File: src/rtl/mmio_uart_tx_if.sv
// mmio_uart_tx_if: data-bus slice between the core (master) and the UART
// transmitter (slave).
//   MemWrite  - store strobe
//   DataAdr   - bus address
//   WriteData - store data
//   ReadData  - slave read data (combinational)
interface mmio_uart_tx_if;
  logic        MemWrite;
  logic [31:0] DataAdr;
  logic [31:0] WriteData;
  logic [31:0] ReadData;

  modport master (output MemWrite, output DataAdr, output WriteData, input ReadData);
  modport slave  (input MemWrite, input DataAdr, input WriteData, output ReadData);
endinterface

File: src/rtl/mmio_uart_tx.sv
// mmio_uart_tx: memory-mapped 8N1 UART transmitter with a byte FIFO.
//   clk      - system clock, rising edge
//   reset    - asynchronous, active-low
//   bus      - mmio_uart_tx_if.slave (MemWrite/DataAdr/WriteData in, ReadData out)
//   tx       - serial line, idle high, registered
//   busy     - FIFO non-empty or frame in progress
//   overflow - sticky: a store hit a full FIFO
// Stores to TX_ADDR queue WriteData[7:0]; STAT_ADDR reads the status word
// {count[12:8], overflow[3], busy[2], empty[1], full[0]}, and a store there
// with bit0 set clears overflow.
// Optional feature: define MMIO_UART_PARITY_EN to append an even-parity bit.
module mmio_uart_tx #(
  parameter logic [31:0] TX_ADDR      = 32'h1000_0000,
  parameter logic [31:0] STAT_ADDR    = 32'h1000_0004,
  parameter int          CLKS_PER_BIT = 16,
  parameter int          FIFO_DEPTH   = 8
) (
  input  logic              clk,
  input  logic              reset,
  mmio_uart_tx_if.slave     bus,
  output logic              tx,
  output logic              busy,
  output logic              overflow
);
  localparam int AW = $clog2(FIFO_DEPTH);
  localparam int CW = AW + 1;
  localparam int BW = $clog2(CLKS_PER_BIT);

  localparam logic [2:0] IDLE   = 3'd0;
  localparam logic [2:0] START  = 3'd1;
  localparam logic [2:0] DATA   = 3'd2;
`ifdef MMIO_UART_PARITY_EN
  localparam logic [2:0] PARITY = 3'd3;
`endif
  localparam logic [2:0] STOP   = 3'd4;

  logic [7:0]    mem [FIFO_DEPTH];
  logic [AW-1:0] wr_ptr, rd_ptr;
  logic [CW-1:0] count;
  logic [2:0]    state;
  logic [BW-1:0] baud;
  logic [2:0]    bit_cnt;
  logic [7:0]    shreg;
`ifdef MMIO_UART_PARITY_EN
  logic          par_q;
`endif

  logic baud_last, fifo_full, fifo_empty, pop, push_req, push, drop, clr;

  assign baud_last  = (baud == BW'(CLKS_PER_BIT - 1));
  assign fifo_full  = (count == CW'(FIFO_DEPTH));
  assign fifo_empty = (count == '0);
  // The head leaves the FIFO when a frame starts, either from idle or
  // straight out of the previous stop bit (no inter-frame gap).
  assign pop        = !fifo_empty && ((state == IDLE) || ((state == STOP) && baud_last));
  assign push_req   = bus.MemWrite && (bus.DataAdr == TX_ADDR);
  // A same-edge pop frees a slot, so a full FIFO still accepts in that case.
  assign push       = push_req && (!fifo_full || pop);
  assign drop       = push_req && !push;
  assign clr        = bus.MemWrite && (bus.DataAdr == STAT_ADDR) && bus.WriteData[0];

  assign busy = !fifo_empty || (state != IDLE);

  logic [31:0] status;
  assign status       = {19'd0, 5'(count), 4'd0, overflow, busy, fifo_empty, fifo_full};
  assign bus.ReadData = (bus.DataAdr == STAT_ADDR) ? status : 32'd0;

  logic unused_wdata;
  assign unused_wdata = ^bus.WriteData[31:8];

  // Storage has no reset; flushing is done through the pointers.
  always_ff @(posedge clk) begin
    if (push) mem[wr_ptr] <= bus.WriteData[7:0];
  end

  always_ff @(posedge clk or negedge reset) begin
    if (!reset) begin
      wr_ptr   <= '0;
      rd_ptr   <= '0;
      count    <= '0;
      overflow <= 1'b0;
    end else begin
      if (push) wr_ptr <= wr_ptr + AW'(1);
      if (pop)  rd_ptr <= rd_ptr + AW'(1);
      case ({push, pop})
        2'b10:   count <= count + CW'(1);
        2'b01:   count <= count - CW'(1);
        default: count <= count;
      endcase
      // Drop has priority over a simultaneous clear.
      if (drop)     overflow <= 1'b1;
      else if (clr) overflow <= 1'b0;
    end
  end

  always_ff @(posedge clk or negedge reset) begin
    if (!reset) begin
      state   <= IDLE;
      baud    <= '0;
      bit_cnt <= '0;
      shreg   <= '0;
      tx      <= 1'b1;
`ifdef MMIO_UART_PARITY_EN
      par_q   <= 1'b0;
`endif
    end else begin
      case (state)
        IDLE: begin
          if (pop) begin
            state   <= START;
            shreg   <= mem[rd_ptr];
`ifdef MMIO_UART_PARITY_EN
            par_q   <= ^mem[rd_ptr];
`endif
            tx      <= 1'b0;
            baud    <= '0;
            bit_cnt <= '0;
          end
        end
        START: begin
          if (baud_last) begin
            state   <= DATA;
            tx      <= shreg[0];
            baud    <= '0;
            bit_cnt <= '0;
          end else baud <= baud + BW'(1);
        end
        DATA: begin
          if (baud_last) begin
            baud <= '0;
            if (bit_cnt == 3'd7) begin
              bit_cnt <= '0;
`ifdef MMIO_UART_PARITY_EN
              state   <= PARITY;
              tx      <= par_q;
`else
              state   <= STOP;
              tx      <= 1'b1;
`endif
            end else begin
              bit_cnt <= bit_cnt + 3'd1;
              shreg   <= shreg >> 1;
              tx      <= shreg[1];
            end
          end else baud <= baud + BW'(1);
        end
`ifdef MMIO_UART_PARITY_EN
        PARITY: begin
          if (baud_last) begin
            state   <= STOP;
            tx      <= 1'b1;
            baud    <= '0;
            bit_cnt <= '0;
          end else baud <= baud + BW'(1);
        end
`endif
        STOP: begin
          if (baud_last) begin
            baud    <= '0;
            bit_cnt <= '0;
            if (pop) begin
              state <= START;
              shreg <= mem[rd_ptr];
`ifdef MMIO_UART_PARITY_EN
              par_q <= ^mem[rd_ptr];
`endif
              tx    <= 1'b0;
            end else begin
              state <= IDLE;
              tx    <= 1'b1;
            end
          end else baud <= baud + BW'(1);
        end
        default: begin
          state <= IDLE;
          tx    <= 1'b1;
        end
      endcase
    end
  end
endmodule

File: src/flat_wrapper.sv
// flat-port wrapper written by rule: the top's interface ports become plain ports
module mmio_uart_tx_flat 
#(
  parameter logic [31:0] TX_ADDR      = 32'h1000_0000,
  parameter logic [31:0] STAT_ADDR    = 32'h1000_0004,
  parameter int          CLKS_PER_BIT = 16,
  parameter int          FIFO_DEPTH   = 8
)
  (clk, reset, tx, busy, overflow, bus_MemWrite, bus_DataAdr, bus_WriteData, bus_ReadData);
  mmio_uart_tx_if bus_i ();
  input  logic clk;
  input  logic reset;
  output logic tx;
  output logic busy;
  output logic overflow;
  input wire logic [$bits(bus_i.MemWrite)-1:0] bus_MemWrite;
  input wire logic [$bits(bus_i.DataAdr)-1:0] bus_DataAdr;
  input wire logic [$bits(bus_i.WriteData)-1:0] bus_WriteData;
  output wire logic [$bits(bus_i.ReadData)-1:0] bus_ReadData;
  assign bus_i.MemWrite = bus_MemWrite;
  assign bus_i.DataAdr = bus_DataAdr;
  assign bus_i.WriteData = bus_WriteData;
  assign bus_ReadData = bus_i.ReadData;
  mmio_uart_tx #(.TX_ADDR(TX_ADDR), .STAT_ADDR(STAT_ADDR), .CLKS_PER_BIT(CLKS_PER_BIT), .FIFO_DEPTH(FIFO_DEPTH)) u_core (.clk(clk), .reset(reset), .bus(bus_i), .tx(tx), .busy(busy), .overflow(overflow));
endmodule
File: config.mk
export PLATFORM = sky130hd
export DESIGN_NAME = mmio_uart_tx_flat
export DESIGN_NICKNAME = d
export VERILOG_FILES = /design/src/rtl/mmio_uart_tx_if.sv /design/src/rtl/mmio_uart_tx.sv /design/src/flat_wrapper.sv
export SDC_FILE = /design/constraint.sdc
export NUM_CORES = 1
export LEC_CHECK = 0
export CORE_MARGIN = 2
export CORE_UTILIZATION = 35
export DETAILED_ROUTE_END_ITERATION = 10
export SLEW_MARGIN = 10
export SYNTH_ARGS = -nofsm -noshare
export SYNTH_HDL_FRONTEND = slang
export SYNTH_SLANG_ARGS = --single-unit
File: constraint.sdc
create_clock -name clk -period 3.15 [get_ports clk]
set_input_delay 0.315 -clock clk [delete_from_list [all_inputs] [get_ports clk]]
set_output_delay 0.315 -clock clk [all_outputs]
set_load 0.005 [all_outputs]
==> key figures <==
Critical path
  – Arrival time worst endpoint: 2.98 ns
  – Critical path class: input pin to flip-flop
  – R2r worst-path depth: 12
  – Cell with the largest stage delay on the worst path: or3_1
  – Critical register-to-register path endpoint: u_core.count[2]
  – Worst path most repeated cell: xor2_1
  – Crit path cell chain: clkdlybuf4s50_1 > nor4_1 > nand4_1 > or3_1 > nand2b_1 > ha_1 > xor2_1 > ha_1 > a21oi_1 > xor2_1 > nor2_1 > xor2_1
  – Critical path buffers and inverters: 1
  – CP peak stage delay: 0.41 ns
  – Largest delay contributor family on the critical path: simple AND/OR/NAND/NOR gates
  – Critical Path Fanout Max: 5
  – Critical Path Start: bus_DataAdr[9]
  – Data required time at the worst endpoint: 3.38 ns
  – Endpoint type of the worst setup path: flip-flop
  – Reg-to-reg critical path startpoint: u_core.baud[0]
  – Register-to-Register Setup Slack: 0.43 ns
  – Sort of element at the start of the critical path: input pin

Timing
  – Fin Setup TNS: 0 ns
  – Setup repair after global routing missed its margin: false
  – Ratio of final minimum period to clock period: 0.873
  – Fin Clk Skew: 0.00804 ns
  – Final WS setup: 0.399 ns
  – Slew at the pin with the worst max-slew slack: 0.703 ns
  – Tightest slew margin relative to the limit: 0.531
  – # setup viols final: 0
  – Max-slew violation count: 0
  – Number of hold-slack violations in the final timing report: 0
  – Tightest hold margin: 0.352 ns
  – Min Tclk post-route: 2.75 ns
  – Fmax: 364 MHz

Synth
  – Sequential share of the synthesized area: 0.580
  – Ys flop type: edfxtp_1
  – Post-synth top area share: 0.417
  – Number of synthesized flops with an enable pin: 64
  – Async set-reset flop share out of synthesis: 0.319
  – Flop and latch count out of synthesis: 94
  – Most common library cells after synthesis: edfxtp_1 (64), dfrtp_1 (29), buf_4 (24)
  – Warnings from Yosys: 0
  – Cell count after synthesis: 333
  – Syn avg cell area: 13.8 um^2
  – Biggest area contributors in the synthesized netlist: edfxtp_1 (42%), dfrtp_1 (16%), mux4_2 (7.8%), buf_4 (3.9%), o31ai_4 (3.2%)
  – Synthesized area: 4610 um^2
  – Cell type contributing the most total cell area after synthesis: edfxtp_1
  – Most frequent cell after synthesis: edfxtp_1
  – Distinct cell type count of the synthesized netlist: 52

Global route
  – Largest net degree at the start of global routing: 31
  – Grt ovf: 0
  – Number of antenna violations at the first check in global routing: 0
  – Via count of the first global-routing pass: 2775
  – First-pass GRT wire length: 14.6 mm
  – GRT Util Overall: 0.134

Drt
  – Wire per inst: 15.7 um
  – Met3 routed wirelength: 384 um
  – Detail Route Antenna Nets: 0
  – DR vias/cell: 4.93
  – Wire length reported by the detailed router: 9.02 mm
  – Routed length on met2: 4.62 mm
  – Met1 layer wirelength in the final routing: 3.87 mm
  – Count of unresolved DRC violations after routing: 0
  – Count of TritonRoute iterations in the first routing pass: 5
  – Top routing layer in use: met4
  – Number of DRC violations after detailed-routing iteration 0: 156
  – Routed vias: 2841

Floorplanning
  – Die area: 14100 um^2
  – Starting density of the core: 0.362
  – Top-Level Pins: 102
  – X dimension of the die: 119 um
  – Floorplan die height: 119 um
  – Number of placement rows: 41
  – Core region area: 12700 um^2

Layout
  – Relative area change from synthesis to final layout: 22.2%
  – Fraction of layout instances using a drive strength above 1: 0.168
  – Number of nets in the layout: 474
  – Post-layout instance area: 5630 um^2
  – # diodes: 0
  – Layout Utilization: 0.442
  – Number of standard cells in the final layout excluding fillers: 576
  – Total of fill cells in the finished design: 1180

Place
  – Final weighted congestion of routability-driven global placement: 0.815
  – Cell count after placement: 560
  – Total of buffers placed on input and output ports: 53
  – Placed cell area: 5330 um^2
  – Post-placement worst setup slack: 0.0284 ns
  – Post-detailed-placement half-perimeter wirelength: 6.17 mm

Pwr
  – Power Dens Cells: 471 nW/um^2
  – Worst VDD drop: 0.000428 V
  – Lkg Pwr: 2.07 nW
  – Pwr Total: 2.65 mW

Clocking
  – Maximum buffer depth of the clock tree: 2
  – Number of buffers inserted during clock tree synthesis: 9
  – CTS tree: done
  – CTS H-tree lvls: 3
  – Skew-Pair Late Insertion Delay: 0.35 ns
  – Count of hold-fix buffers inserted at cts: 0
  – Post-CTS Setup Repair Bufs: 0
  – Clock-pin transition on the worst setup and hold timing paths: 0.07 ns
  – Clock root buffer master: clkbuf_16
  – Sink count of the clock tree: 94
  – Gates resized, CTS repair: 0

Hold path
  – Path class of the lowest-slack min-delay path: input pin to asynchronous set/reset pin

Job
  – Max Cap Violations: 0

Outcome
  – Status: complete, no violations
==> sequential cells by signal (all words and copies together), names as in the netlist, 3 cells and up <==
name,flops
u_core.baud,4
u_core.rd_ptr,3
u_core.state,3
u_core.mem,64
u_core.bit_cnt,3
u_core.shreg,8
u_core.count,4
u_core.wr_ptr,3
==> report_power, final <==
part	internal, mW	switching, mW
Sequential	1.36	0.0246
Clock	0.622	0.471
Combinational	0.100	0.0709
==> worst reg2reg max path, cell delays in order (launching register included) <==
cell,delay (ns)
dfrtp_1,0.41
ha_1,0.29
and3_1,0.26
o21ai_0,0.32
nand2_1,0.11
nand2b_1,0.12
ha_1,0.27
xor2_1,0.10
ha_1,0.18
a21oi_1,0.16
xor2_1,0.17
nor2_1,0.07
xor2_1,0.14
==> cell type report <==
type                       instances  area, um^2  share of cell area
timing repair buffer              74         688               0.122
multi-input combinational        215        1730               0.308
tap                              172         215              0.0382
inverter                           5        18.8             0.00333
sequential                        94        2670               0.475
clock inverter                     6        70.1              0.0124
clock buffer                      10         229              0.0407
==> metal layers <==
layer / global-route usage / up-vias
met5: 0 / -
met1: 0.163 / 1386
met4: 0.0432 / 0
met3: 0.0372 / 11
met2: 0.228 / 81
li1: - / 1363
==> logic make-up after synthesis <==
group | count (synthesis) | synth area share
other cells | 1 | 0.000814
buf+inv | 47 | 0.0674
xor+xnor | 10 | 0.0190
compound gates | 51 | 0.0986
fa+ha+maj | 9 | 0.0239
mux | 19 | 0.0853
simple gates | 102 | 0.125
flops | 94 | 0.580
==> how the worst max path moves through the flow <==
| stage | endpoint | slack (ns) | cells past startpoint |
|---|---|---|---|
| final | u_core.count[2] | 0.40 | 12 |
| after global routing | u_core.count[2] | 0.20 | 12 |
| after CTS | u_core.count[2] | 0.39 | 12 |
| after detailed placement | u_core.count[2] | 0.03 | 12 |
| after global placement | u_core.count[2] | 0.11 | 12 |
| after floorplan | u_core.mem[4][0] | 0.38 | 5 |
==> layout by cell type, fill, tap and decap left out, drive strengths merged, types with 2 or more instances in the layout <==
master	n
xnor2	3
or2	2
inv	7
nor3	4
conb	24
nor3b	2
ha	8
edfxtp	64
clkdlybuf4s50	53
dfrtp	29
o211ai	4
nand2	13
a31oi	2
mux4	16
a21oi	9
and2	9
nand3	13
a22o	4
xor2	7
nand4	5
and3	2
nor2	16
nor4b	5
o21ai	6
nor2b	7
buf	21
clkbuf	10
mux2	2
clkinv	2
o31ai	7
or3	2
a211oi	11
nand2b	4
nor4	14
a2111oi	2
(Power assumes the default switching activity.)
